==> src/rtl/pifo_max_evict.sv <==
// Pipelined max-rank selector: a binary compare tree over REG_WIDTH lanes, one tree
// level per pipeline stage, with a valid/ready handshake on both sides.
module pifo_max_evict #(
    parameter int REG_WIDTH  = 4,
    parameter int IDX_WIDTH  = 2,
    parameter int DATA_WIDTH = 8
) (
    input  logic                            axis_aclk,
    input  logic                            axis_resetn,
    input  logic [REG_WIDTH*DATA_WIDTH-1:0] data_in,
    input  logic [REG_WIDTH*IDX_WIDTH-1:0]  idx_in,
    input  logic [REG_WIDTH-1:0]            vld_in,
    input  logic                            in_valid,
    output logic                            in_ready,
    output logic [DATA_WIDTH-1:0]           max_out,
    output logic [IDX_WIDTH-1:0]            idx_out,
    output logic                            found_out,
    output logic                            out_valid,
    input  logic                            out_ready
);

    // Tree nodes are numbered heap-style: node n combines sources 2n and 2n+1, where
    // sources 0..REG_WIDTH-1 are the input lanes and source REG_WIDTH+n is node n.
    localparam int NODES = REG_WIDTH - 1;
    localparam int SRCS  = 2 * REG_WIDTH - 2;

    logic [DATA_WIDTH-1:0] node_data [NODES];
    logic [IDX_WIDTH-1:0]  node_idx  [NODES];
    logic [NODES-1:0]      node_vld;
    logic [IDX_WIDTH-1:0]  lvl_valid;

    logic [DATA_WIDTH-1:0] src_data [SRCS];
    logic [IDX_WIDTH-1:0]  src_idx  [SRCS];
    logic [SRCS-1:0]       src_vld;

    logic [DATA_WIDTH-1:0] nxt_data [NODES];
    logic [IDX_WIDTH-1:0]  nxt_idx  [NODES];
    logic [NODES-1:0]      nxt_vld;

    logic advance;

    assign out_valid = lvl_valid[IDX_WIDTH-1];
    assign advance   = !(out_valid && !out_ready);
    assign in_ready  = advance && axis_resetn;

    assign max_out   = node_data[NODES-1];
    assign idx_out   = node_idx[NODES-1];
    assign found_out = node_vld[NODES-1];

    always_comb begin
        for (int i = 0; i < REG_WIDTH; i++) begin
            src_data[i] = data_in[i*DATA_WIDTH +: DATA_WIDTH];
            src_idx[i]  = idx_in[i*IDX_WIDTH +: IDX_WIDTH];
            src_vld[i]  = vld_in[i];
        end
        for (int n = 0; n < NODES - 1; n++) begin
            src_data[REG_WIDTH+n] = node_data[n];
            src_idx[REG_WIDTH+n]  = node_idx[n];
            src_vld[REG_WIDTH+n]  = node_vld[n];
        end
    end

    // Odd child wins ties so the overall winner is the highest-numbered maximal lane.
    always_comb begin
        for (int n = 0; n < NODES; n++) begin
            nxt_data[n] = '0;
            nxt_idx[n]  = '0;
            nxt_vld[n]  = src_vld[2*n] | src_vld[2*n+1];
            if (src_vld[2*n+1] && (!src_vld[2*n] || (src_data[2*n+1] >= src_data[2*n]))) begin
                nxt_data[n] = src_data[2*n+1];
                nxt_idx[n]  = src_idx[2*n+1];
            end else if (src_vld[2*n]) begin
                nxt_data[n] = src_data[2*n];
                nxt_idx[n]  = src_idx[2*n];
            end
        end
    end

    always_ff @(posedge axis_aclk or negedge axis_resetn) begin
        if (!axis_resetn) begin
            lvl_valid <= '0;
            node_vld  <= '0;
            for (int n = 0; n < NODES; n++) begin
                node_data[n] <= '0;
                node_idx[n]  <= '0;
            end
        end else if (advance) begin
            lvl_valid[0] <= in_valid && in_ready;
            for (int k = 1; k < IDX_WIDTH; k++) begin
                lvl_valid[k] <= lvl_valid[k-1];
            end
            node_vld <= nxt_vld;
            for (int n = 0; n < NODES; n++) begin
                node_data[n] <= nxt_data[n];
                node_idx[n]  <= nxt_idx[n];
            end
        end
    end

endmodule

==> config.mk <==
export PLATFORM = sky130hd
export DESIGN_NAME = pifo_max_evict
export DESIGN_NICKNAME = d
export VERILOG_FILES = /design/src/rtl/pifo_max_evict.sv
export SDC_FILE = /design/constraint.sdc
export NUM_CORES = 1
export LEC_CHECK = 0
export ABC_CLOCK_PERIOD_IN_PS = 2500
export CAP_MARGIN = 20
export CELL_PAD_IN_SITES_DETAIL_PLACEMENT = 0
export CELL_PAD_IN_SITES_GLOBAL_PLACEMENT = 1
export CORE_ASPECT_RATIO = 0.7
export CORE_MARGIN = 5
export CORE_UTILIZATION = 39
export DETAILED_ROUTE_END_ITERATION = 10
export PLACE_DENSITY = 0.89
export SKIP_CTS_REPAIR_TIMING = 1
export SYNTH_ARGS = -nofsm -noshare
export SYNTH_HDL_FRONTEND = slang
export SYNTH_SLANG_ARGS = --single-unit
==> constraint.sdc <==
create_clock -name axis_aclk -period 2.5 [get_ports axis_aclk]
set_input_delay 0.375 -clock axis_aclk [delete_from_list [all_inputs] [get_ports axis_aclk]]
set_output_delay 0.375 -clock axis_aclk [all_outputs]
set_load 0.03 [all_outputs]
== After elaboration in Yosys (flattened, before gate mapping) ==
Index checks and enable logic that the tools add are counted.
Widths: inputs -> output; s select.

* Output and inout bits: 13
* Word-level logic and storage cells: 40
* Bits in registers: 35
* Input port bits: 48

* Muxes and demuxes: 12
* Order comparisons: 3
* Reduce and logical (&&, ||, !) cells: 14
* Bitwise gates (word level): 3

{| class="wikitable"
|+ Operators by type and width
! cell !! count
|-
| $mux 8 || 6
|-
| $ge 8x8->1 || 3
|-
| $mux 2 || 6
|-
| $logic_and 1x1->1 || 6
|-
| $logic_not 1->1 || 5
|-
| $logic_or 1x1->1 || 3
|-
| $or 1x1->1 || 3
|}

== Logic depth before layout (Yosys ltp) ==
Gate-level depths: netlist (run 1).

* Depth in word-level cells: 5
* Depth in mapped cells: 8

== Worst setup path after synthesis (run 1) ==
No wires, ideal clock.

* Path kind: register -> output
* Start: register lvl_valid[1]
* End: output in_ready
* Path slack: 713 ps
* Data required time: 2,125 ps
* Stages on the path, launching flop included: 5
* Arrival: 1,412 ps
* Cell sequence: dfrtp_1 nor2b_1 buf_2 buf_2 nor2b_1

* Cells in the longest elaborated chain, start to end: 3

{| class="wikitable"
|+ Ends and longest elaborated chain
! element !! line !! RTL
|-
| start, declared || 30 || <nowiki>logic [IDX_WIDTH-1:0] lvl_valid;</nowiki>
|-
| start signal, assigned by index || 90 || <nowiki>lvl_valid[k] <= lvl_valid[k-1];</nowiki>
|-
| $logic_and 1x1->1 || 43 || <nowiki>assign advance = !(out_valid && !out_ready);</nowiki>
|-
| $logic_not 1->1 || 43 ||
|-
| $logic_and 1x1->1 || 44 || <nowiki>assign in_ready = advance && axis_resetn;</nowiki>
|-
| end, declared || 14 || <nowiki>output logic in_ready,</nowiki>
|}

No other way between the ends.

== Worst setup path in the final report (run 1) ==
* Start: input data_in[1]
* End: register node_data[19] in the netlist's numbering

* Cells in the longest elaborated chain, start to end: 4

{| class="wikitable"
|+ Ends and longest elaborated chain
! element !! line !! RTL
|-
| start, declared || 10 || <nowiki>input logic [REG_WIDTH*DATA_WIDTH-1:0] data_in,</nowiki>
|-
| $ge 8x8->1 || 69 || <nowiki>if (src_vld[2*n+1] && (!src_vld[2*n] || (src_data[2*n+1] >= src_data[2*n]))) begin</nowiki>
|-
| $logic_or 1x1->1 || 69 ||
|-
| $logic_and 1x1->1 || 69 ||
|-
| $mux 8 || 69 ||
|-
| end signal, assigned by index || 94 || <nowiki>node_data[n] <= nxt_data[n];</nowiki>
|-
| end, declared || 27 || <nowiki>logic [DATA_WIDTH-1:0] node_data [NODES];</nowiki>
|}

No other way between the ends.
A chain may end at the register's enable or synchronous reset.

==> results of run 1 <==
[layout make-up]
class                   instances  share of cell area (%)
multi-input cells             144                    38.8
clock inverters                 1                   0.171
flip-flops and latches         35                    29.9
well taps                      75                    3.20
clock buffers                   7                    2.60
repair buffers                 66                    22.3
inverters                      24                    3.07
[sequential cells by signal, indices dropped and copies added, names as in the netlist]
register and flops:
node_data 16, max_out 8, node_idx 4, node_vld 3, idx_out 2, lvl_valid 2
[power by group through the flow]
stage	Sequential (uW)	Combinational, uW	Clock [uW]
3_5_place_dp	747	660	0
5_1_grt	752	726	428
4_1_cts	740	664	403
2_1_floorplan	728	456	0
6_report	739	657	394
3_3_place_gp	748	646	0
[cell families after synthesis]
| kind of cell | synth area share, % |
|---|---|
| compound gates | 19.2 |
| fa+ha+maj | 13.5 |
| buf+inv | 9.87 |
| flops | 39.3 |
| simple gates | 18.2 |
[stage by stage]
stage	util, %	cells
finish	52.0	352
global route	52.0	352
CTS	52.0	352
detailed placement	50.5	344
global placement	50.5	344
floorplan	-	221
[layer usage]
metal	global-route usage, %	part of all wire [%]
met1	21.2	50
met2	23.6	44
met3	4.84	5.3
met4	3.59	0.85
met5	0	0
[Yosys cell counts (all sizes together), types with 5 or more instances]
library cell,count
a21oi,9
a221o,30
and2,30
buf,15
dfrtp,35
ha,24
inv,24
nand2,8
nor2,9
nor2b,5
o21ai,10
[worst min-delay path by stage]
stage / end / slack [ns]
6_report: max_out[4]$_DFFE_PN0N_ / 0.13
3_3_place_gp: lvl_valid[1]$_DFFE_PN0N_ / 0.45
2_1_floorplan: idx_out[0]$_DFFE_PN0N_ / 0.08
3_5_place_dp: lvl_valid[1]$_DFFE_PN0N_ / 0.45
4_1_cts: max_out[4]$_DFFE_PN0N_ / 0.15
5_1_grt: max_out[4]$_DFFE_PN0N_ / 0.17
[critical path, delay by kind of cell]
family          cells  cell delay [ns]
buf+inv             2             0.53
fa+ha+maj           1             0.28
compound gates      5             1.18
==> load_flow_metrics.sql, run 1 <==
INSERT INTO impl_metrics (metric_group, metric, value, unit) VALUES
('placed_design', 'buffer_ports.inserted', '60', ''),
('cts', 'clkSlewWorstSetupHoldPaths', '0.07', 'ns'),
('setup_path', 'critPathLaunch', 'data_in[1]', ''),
('grt', 'grt_pass1_wl', '8.90', 'mm'),
('timing', 'fin_crit_sh', '88.2', '%'),
('setup_path', 'crit-reg2reg-capture', 'idx_out[0]$_DFFE_PN0N_', ''),
('die', 'ios', '61', ''),
('die', 'core', '5640', 'sq um'),
('cts', 'clock_tree.root_cell', 'clkbuf_8', ''),
('power', 'p_leak', '0.00135', 'uW'),
('timing', 'drv_slew', '0', ''),
('finish', 'drive_above_1_share', '7.22', '%'),
('job', 'drv_cap', '0', ''),
('timing', 'worst_slew_margin_rel', '65.1', '%'),
('timing', 'timing.final.ws_setup', '0.295', 'ns'),
('cts', 'cts.path.max_buffers', '2', ''),
('drt', 'route.final.wire_length', '5.20', 'mm'),
('timing', 'timing.fmax', '453', 'MHz'),
('logic_synthesis', 'post_synth.cell_area_avg', '10.1', 'sq um'),
('logic_synthesis', 'synthesis.nets', '293', ''),
('logic_synthesis', 'ys_seq_elements', '35', ''),
('logic_synthesis', 'syn_inst', '221', ''),
('power', 'power_density', '611', 'nW/um^2'),
('finish', 'register_area', '876', 'sq um'),
('drt', 'wl_per_cell', '14.8', 'microns'),
('placed_design', 'preCtsSetupSlack', '0.00946', 'ns'),
('power', 'power.switching', '607', 'uW'),
('timing', 'period_needed', '2.21', 'ns'),
('die', 'design.die.area', '7360', 'sq um'),
('setup_path', 'rrSetupSlack', '0.42', 'ns'),
('finish', 'layout-area-overhead-vs-synth', '31.4', '%'),
('grt', 'number_of_global_route_vias_before_repair', '1854', ''),
('timing', 'hold-worst-slack', '0.131', 'ns'),
('logic_synthesis', 'seq_area_frac_synth', '39.3', '%'),
('setup_path', 'worstReg2RegStart', 'node_data[22]$_DFFE_PN0N_', ''),
('setup_path', 'ff2ff_path_depth', '7', ''),
('timing', 'rsz0062_at_grt', 'no', ''),
('timing', 'worst_pin_slew', '0.523', 'ns'),
('drt', 'dr.pass1.iters', '6', ''),
('setup_path', 'critical_path_destination', 'node_data[19]$_DFFE_PN0N_', ''),
('finish', 'antenna-diode-count', '0', ''),
('setup_path', 'crit_arrival', '2.38', 'ns'),
('drt', 'dr_total_vias', '1782', ''),
('cts', 'clock_insertion_delay_worst_skew', '0.29', 'ns'),
('placed_design', 'place_hpwl', '3.92', 'mm'),
('finish', 'leading_cell_type_in_the_layout_fill_and_taps_excluded', 'clkdlybuf4s50_1', ''),
('cts', 'cts_sinks', '35', ''),
('finish', 'fillerInstances', '523', ''),
('logic_synthesis', 'synth_top_cell_area_share', '39.3', '%'),
('timing', 'hold_viol_final', '0', ''),
('power', 'clockPowerShare', '22.0', '%'),
('drt', 'vias_per_cell', '5.06', ''),
('logic_synthesis', 'synth_async_sr_flop_share', '100', '%'),
('finish', 'multiInputGateArea', '1140', 'sq um'),
('setup_path', 'kind_of_end_point_of_the_critical_path', 'flop', ''),
('setup_path', 'crit_fanout', '10', ''),
('grt', 'antenna_violations_before_repair', '0', ''),
('timing', 'finalSetupTns', '0', 'ns'),
('logic_synthesis', 'synthesis.yosys.warnings', '0', ''),
('die', 'dieWidth', '100', 'microns'),
('hold_path', 'holdCritPathClass', 'in -> async', ''),
('power', 'intPower', '1180', 'uW'),
('placed_design', 'placement.cell_area', '2850', 'sq um'),
('drt', 'drcViolationCount', '0', ''),
('grt', 'groute.usage.overall', '15.3', '%'),
('power', 'sequential_share_of_power', '41.3', '%'),
('cts', 'tritoncts', 'built', ''),
('power', 'netSwitchingFraction', '33.9', '%'),
('power', 'fin_total_pwr', '1790', 'uW'),
('run_status', 'status', 'finished clean', ''),
('setup_path', 'critical_path.slowest_cell', 'clkdlybuf4s50_1', '');
No activity file was read; power rests on OpenSTA's default activity.
==> run 2: changes to the inputs <==
--- a/config.mk
+++ b/config.mk
@@ -5,7 +5,7 @@
 export SDC_FILE = /design/constraint.sdc
 export NUM_CORES = 1
 export LEC_CHECK = 0
-export ABC_CLOCK_PERIOD_IN_PS = 2500
+export ABC_CLOCK_PERIOD_IN_PS = 2860
 export CAP_MARGIN = 20
 export CELL_PAD_IN_SITES_DETAIL_PLACEMENT = 0
 export CELL_PAD_IN_SITES_GLOBAL_PLACEMENT = 1
==> constraint.sdc (replaced) <==
create_clock -name axis_aclk -period 2.86 [get_ports axis_aclk]
set_input_delay 0.429 -clock axis_aclk [delete_from_list [all_inputs] [get_ports axis_aclk]]
set_output_delay 0.429 -clock axis_aclk [all_outputs]
set_load 0.03 [all_outputs]
==> run 2 against run 1 <==
  * Design area is 1.5% lower
  * Combinational power is 14% lower
  * Global-route usage is 0.91 points lower
  * Core utilization is 0.75 points lower
  * Die area stayed put
  * Non-clock buffer count is 4 lower
  * Routed wire length is 0.92% lower
  * Critical path depth stayed put
==> load_flow_metrics.sql, run 2 (same netlist as run 1, synthesis figures left out) <==
INSERT INTO impl_metrics (metric_group, metric, value, unit) VALUES
('grt', 'number_of_global_route_vias_before_repair', '1856', ''),
('die', 'fp.dieH', '73.3', 'microns'),
('timing', 'hold-worst-slack', '0.180', 'ns'),
('grt', 'antenna_violations_before_repair', '0', ''),
('setup_path', 'crit_fanout', '10', ''),
('finish', 'layout-area-overhead-vs-synth', '29.5', '%'),
('job', 'drv_cap', '0', ''),
('finish', 'leading_cell_type_in_the_layout_fill_and_taps_excluded', 'clkdlybuf4s50_1', ''),
('die', 'dieWidth', '100', 'microns'),
('setup_path', 'setup.worst_path.start_class', 'input pin', ''),
('drt', 'wl_per_cell', '14.8', 'microns'),
('timing', 'worst_pin_slew', '0.529', 'ns'),
('timing', 'worst_slew_margin_rel', '64.7', '%'),
('drt', 'dr.pass1.iters', '4', ''),
('cts', 'cts_inserted_buffers', '5', ''),
('power', 'power_density', '536', 'nW/um^2'),
('timing', 'finClkSkew', '0.00725', 'ns'),
('finish', 'regMostFlops', 'node_data', ''),
('placed_design', 'placement.cell_area', '2810', 'sq um'),
('drt', 'route.final.wire_length', '5.15', 'mm'),
('cts', 'clock_tree.root_cell', 'clkbuf_8', ''),
('placed_design', 'place.gp.congestion', '0.794', ''),
('placed_design', 'dp.cells', '340', ''),
('finish', 'antenna-diode-count', '0', ''),
('timing', 'rsz0062_at_grt', 'no', ''),
('timing', 'period_needed', '2.35', 'ns'),
('timing', 'hold_viol_final', '0', ''),
('die', 'core', '5640', 'sq um'),
('finish', 'final_cell_mix', '59 x clkdlybuf4s50_1, 35 x dfrtp_1, 30 x and2_1, 30 x a221o_1', ''),
('setup_path', 'critical_path.slowest_cell', 'and4b_1', ''),
('placed_design', 'place_hpwl', '3.95', 'mm'),
('die', 'start_util', '39.6', '%'),
('setup_path', 'ordered_cell_list_for_the_critical_path', 'clkdlybuf4s50_1 > inv_1 > ha_1 > nor2_1 > a21oi_1 > o31ai_1 > and4b_1 > a221o_1', ''),
('power', 'p_leak', '0.00132', 'uW'),
('die', 'ios', '61', ''),
('hold_path', 'holdCritPathClass', 'in -> async', ''),
('setup_path', 'cp_num_buf_inv', '2', ''),
('drt', 'drt_iter0_drc', '56', ''),
('cts', 'clkSlewWorstSetupHoldPaths', '0.07', 'ns'),
('setup_path', 'timing_worst_setup_path_type', 'in -> reg', ''),
('setup_path', 'path_delay_family', 'compound AO/OA/AOI/OAI gates', ''),
('grt', 'grt_start_max_net_pins', '46', ''),
('timing', 'fin_crit_sh', '82.2', '%'),
('grt', 'groute.usage.overall', '14.4', '%'),
('die', 'design.die.area', '7360', 'sq um'),
('timing', 'finalSetupTns', '0', 'ns'),
('grt', 'grt_pass1_wl', '8.56', 'mm'),
('grt', 'grt_overflow_total', '0', ''),
('setup_path', 'rrSetupSlack', '0.80', 'ns'),
('placed_design', 'preCtsSetupSlack', '0.247', 'ns'),
('cts', 'clock_insertion_delay_worst_skew', '0.29', 'ns'),
('finish', 'nets_finish', '344', ''),
('finish', 'flip_flop_count_of_the_largest_register_all_copies_and_words_added', '16', ''),
('timing', 'finalSetupViolations', '0', ''),
('timing', 'drv_slew', '0', ''),
('timing', 'timing.final.ws_setup', '0.509', 'ns'),
('finish', 'count_of_non_filler_cells_in_the_finished_layout', '348', ''),
('setup_path', 'worst_path_largest_cell_delay', '0.53', 'ns'),
('cts', 'cts_sinks', '35', ''),
('drt', 'drt.antenna.violating_nets', '0', ''),
('cts', 'cts.path.max_buffers', '2', ''),
('setup_path', 'crit_arrival', '2.57', 'ns'),
('setup_path', 'critical_path_required', '3.08', 'ns'),
('power', 'vdd.ir_drop.worst', '0.000285', 'V'),
('run_status', 'status', 'finished clean', ''),
('finish', 'layout.cell_area.non_filler', '2890', 'sq um'),
('drt', 'drcViolationCount', '0', ''),
('die', 'rows', '23', ''),
('setup_path', 'kind_of_end_point_of_the_critical_path', 'flop', ''),
('finish', 'drive_above_1_share', '5.86', '%'),
('placed_design', 'buffer_ports.inserted', '60', ''),
('cts', 'cts_htree_levels', '2', ''),
('drt', 'vias_per_cell', '5.14', ''),
('cts', 'tritoncts', 'built', ''),
('drt', 'dr_total_vias', '1787', ''),
('timing', 'timing.fmax', '425', 'MHz');
[run 2: final cells by class]
class | instances | area, sq um
clock buffers | 7 | 76.3
clock inverters | 1 | 5.00
flip-flops and latches | 35 | 876
fillers | 510 | 2750
multi-input cells | 144 | 1140
repair buffers | 62 | 611
well taps | 75 | 93.8
inverters | 24 | 90.1
[run 2: worst paths after layout]
| path | end | depth (start not counted) | from |
|---|---|---|---|
| hold reg to reg | lvl_valid[1]$_DFFE_PN0N_ | 1 | lvl_valid[0]$_DFFE_PN0N_ |
| min in group axis_aclk | lvl_valid[1]$_DFFE_PN0N_ | 1 | lvl_valid[0]$_DFFE_PN0N_ |
| hold / removal | lvl_valid[1]$_DFFE_PN0N_ | 2 | axis_resetn |
| setup reg to reg | idx_out[1]$_DFFE_PN0N_ | 6 | node_data[14]$_DFFE_PN0N_ |
| max in group asynchronous | max_out[0]$_DFFE_PN0N_ | 2 | axis_resetn |
| setup / recovery | node_data[16]$_DFFE_PN0N_ | 8 | data_in[8] |
[run 2: layer usage]
layer | GRT usage [%] | up-vias | share of wire (%)
met2 | 23.4 | 42 | 45
met4 | 2.24 | 0 | 0.19
met5 | 0 | - | 0
met3 | 4.46 | 3 | 5.4
li1 | - | 891 | -
met1 | 19.5 | 851 | 50
[run 2: metrics by stage]
stage / utilization (%) / power, uW
global route: 51.2 / 1640
finish: 51.2 / 1550
floorplan: - / 1030
CTS: 51.2 / 1560
detailed placement: 49.8 / 1210
global placement: 49.8 / 1210
[run 2: power by group]
part	switching, uW	internal (uW)
clock	173	171
combinational	291	273
sequential	60.1	582
total	523	1030
==> RTL edit (flow settings as in run 1) <==
Reset style: synchronous (`axis_resetn`), changed in one clocked block.
--- a/src/rtl/pifo_max_evict.sv
+++ b/src/rtl/pifo_max_evict.sv
@@ -76,7 +76,7 @@
         end
     end
 
-    always_ff @(posedge axis_aclk or negedge axis_resetn) begin
+    always_ff @(posedge axis_aclk) begin
         if (!axis_resetn) begin
             lvl_valid <= '0;
             node_vld  <= '0;
Behaviour: differs if axis_resetn is asserted again (counterexample within 4 cycles, from zero or initial values and one cycle with axis_resetn low); with axis_resetn held inactive, the same outputs for 10 cycles.
==> RTL edit against run 1 <==
Sequential cell count unchanged; wire length about the same; synthesized area increased by 9.6%; first-iteration DRC count decreased by 34%; setup slack improved by 0.045 ns; sequential share of layout area increased by 1.9 points; total power decreased by 16%; design area increased by 7.5%; largest cell class unchanged; sequential power decreased by 3.5%; global-route usage decreased by 2.1 points; largest power group unchanged.
==> RTL edit: results (changes against run 1) <==
Final layout
  • Layout cell share with drive strength beyond 1: 8.065% (was 7.220%)
  • Fill cells: 567 (was 523)
  • Largest registers: node_data (24), node_idx (6), node_vld (3)
  • Net count, final: 381 (was 348)

Worst setup path
  • Top fanout value on the critical path: 9 (was 10)
  • Critical Path AT: 2.27 ns (was 2.38 ns)

Synthesis
  • Share of synthesized registers carrying an async set or reset: 0% (was 100.0%)
  • Proportion of synthesized chip area in sequential cells: 40.92% (was 39.26%)
  • Share of synthesized area spent on multiplexers: 12.28% (was 0%)
  • Compound-gate portion of the synthesized area: 5.269% (was 19.24%)
  • Number of flops mapped to enable cells by yosys: 30 (was 0)
  • Net count after synthesis: 326 (was 293)
  • Synthesized netlist cell count: 254 (was 221)
  • Commonest cells in the synthesized netlist: 41 x sky130_fd_sc_hd__nand2_1, 33 x sky130_fd_sc_hd__nand3_1, 32 x sky130_fd_sc_hd__inv_1 (was 35 x sky130_fd_sc_hd__dfrtp_1, 30 x sky130_fd_sc_hd__a221o_1, 30 x sky130_fd_sc_hd__and2_1)
  • Top post-synthesis cells by area: sky130_fd_sc_hd__edfxtp_1 37%, sky130_fd_sc_hd__ha_1 12%, sky130_fd_sc_hd__mux2i_1 12% (was sky130_fd_sc_hd__dfrtp_1 39%, sky130_fd_sc_hd__a221o_1 13%, sky130_fd_sc_hd__ha_1 13%)
  • Post-synthesis share of cell area spent on full adders, half adders and majority gates: 12.28% (was 13.46%)

GRT
  • Number of antenna violations at the first check in global routing: 0 (unchanged)
  • Tot GR Track Use: 13.27% (was 15.33%)
  • Vias in the first global route: 1,826 (was 1,854)
  • Wire length of the first global-routing pass: 8735 um (was 8901 um)
  • Largest net degree at the start of global routing: 31 (was 46)

Route
  • Final WL: 5202 um (was 5198 um)
  • Met2 wire length: 2369 um (was 2289 um)
  • Met3 wire length: 331 um (was 276 um)
  • DR WL/cell: 13.41 um (was 14.77 um)
  • Router iterations before antenna repair: 8 (was 6)
  • Total vias in the final route: 1,906 (was 1,782)
  • Drt initial violations: 60 (was 91)
  • Routed met1 length: 2465 um (was 2588 um)

CTS
  • Buffer depth of the longest clock path: 2 (unchanged)
  • CTS buffer count: 5 (unchanged)

Status
  • Result of the run: finished, final reports clean (unchanged)

Min path
  • Worst min-delay path category: flip-flop to flip-flop (was primary input to async pin)

Power
  • Leakage power summed over all cells: 1.437 nW (was 1.347 nW)
  • Peak supply drop: 217.2 uV (was 406.9 uV)

STA
  • Relative slew slack: 74.66% (was 65.11%)
  • Setup skew after layout: 0.01089 ns (was 0.006125 ns)

Place
  • Placed Instances: 380 (was 344)
  • Final HPWL from detailed placement: 4176 um (was 3917 um)
  • Pre-CTS setup slack: 0.05632 ns (was 0.009460 ns)
  • Weighted congestion reported at the end of routability-driven placement: 0.8214 (was 0.8009)
## RTL edit: changes by cell type after synthesis, sizes merged, moves of 6 or more
cell	change
nand3	+30
a221o	-30
edfxtp	+30
a21oi	-6
inv	+8
nand2	+33
and2	-30
dfrtp	-35
mux2i	+30
## RTL edit: final cells by class
class	instances	area, um2	area share [%]
clock buffer	7	76.32	2.422
clock inverter	1	5.005	0.1588
inverter	32	120.1	3.811
multi-input combinational	164	1171	37.16
sequential	35	1001	31.76
tap	78	97.59	3.096
timing repair buffer	71	680.7	21.60
## RTL edit: where the power goes
part,switching [W],internal [W]
Clock,0.000191,0.000195
Combinational,0.000200,0.000200
Sequential,0.0000266,0.000686
## RTL edit: worst paths after layout
path	depth (start not counted)	startpoint	slack, ns	endpoint
worst min-delay path	2	lvl_valid[0]	0.46	lvl_valid[1]
worst min register to register	2	lvl_valid[0]	0.46	lvl_valid[1]
worst max register to register	7	node_data[0][6]	0.44	node_data[0][17]
worst max-delay path	8	data_in[6]	0.34	node_data[0][5]
## RTL edit: stage by stage
step | hold slack, ns | power (W) | util, % | area (um2)
global placement | 0.4294 | 0.001118 | 49.88 | 3070
floorplan | 0.4222 | 0.0009731 | - | 2446
CTS | 0.4543 | 0.001514 | 51.20 | 3152
detailed placement | 0.4340 | 0.001127 | 49.88 | 3070
global route | 0.4673 | 0.001586 | 51.20 | 3152
finish | 0.4595 | 0.001499 | 51.20 | 3152
## RTL edit: cell families after synthesis
group / count (synthesis)
and+or+nand+nor: 90
buffers and inverters: 55
DFF: 35
muxes: 30
adders and majority gates: 24
AOI/OAI and AO/OA: 20
## RTL edit: critical path: stages
cell and delay, ns:
sky130_fd_sc_hd__clkdlybuf4s50_1 0.48, sky130_fd_sc_hd__inv_1 0.05, sky130_fd_sc_hd__ha_1 0.32, sky130_fd_sc_hd__a21oi_1 0.18, sky130_fd_sc_hd__o2111ai_1 0.13, sky130_fd_sc_hd__a22oi_1 0.24, sky130_fd_sc_hd__buf_4 0.26, sky130_fd_sc_hd__mux2i_1 0.24
## RTL edit: routing by layer
| layer | vias to the layer above | global-route usage, % |
|---|---|---|
| li1 | 982 | - |
| met1 | 863 | 18.35 |
| met2 | 57 | 20.48 |
| met3 | 4 | 3.895 |
| met4 | 0 | 3.193 |
| met5 | - | 0 |
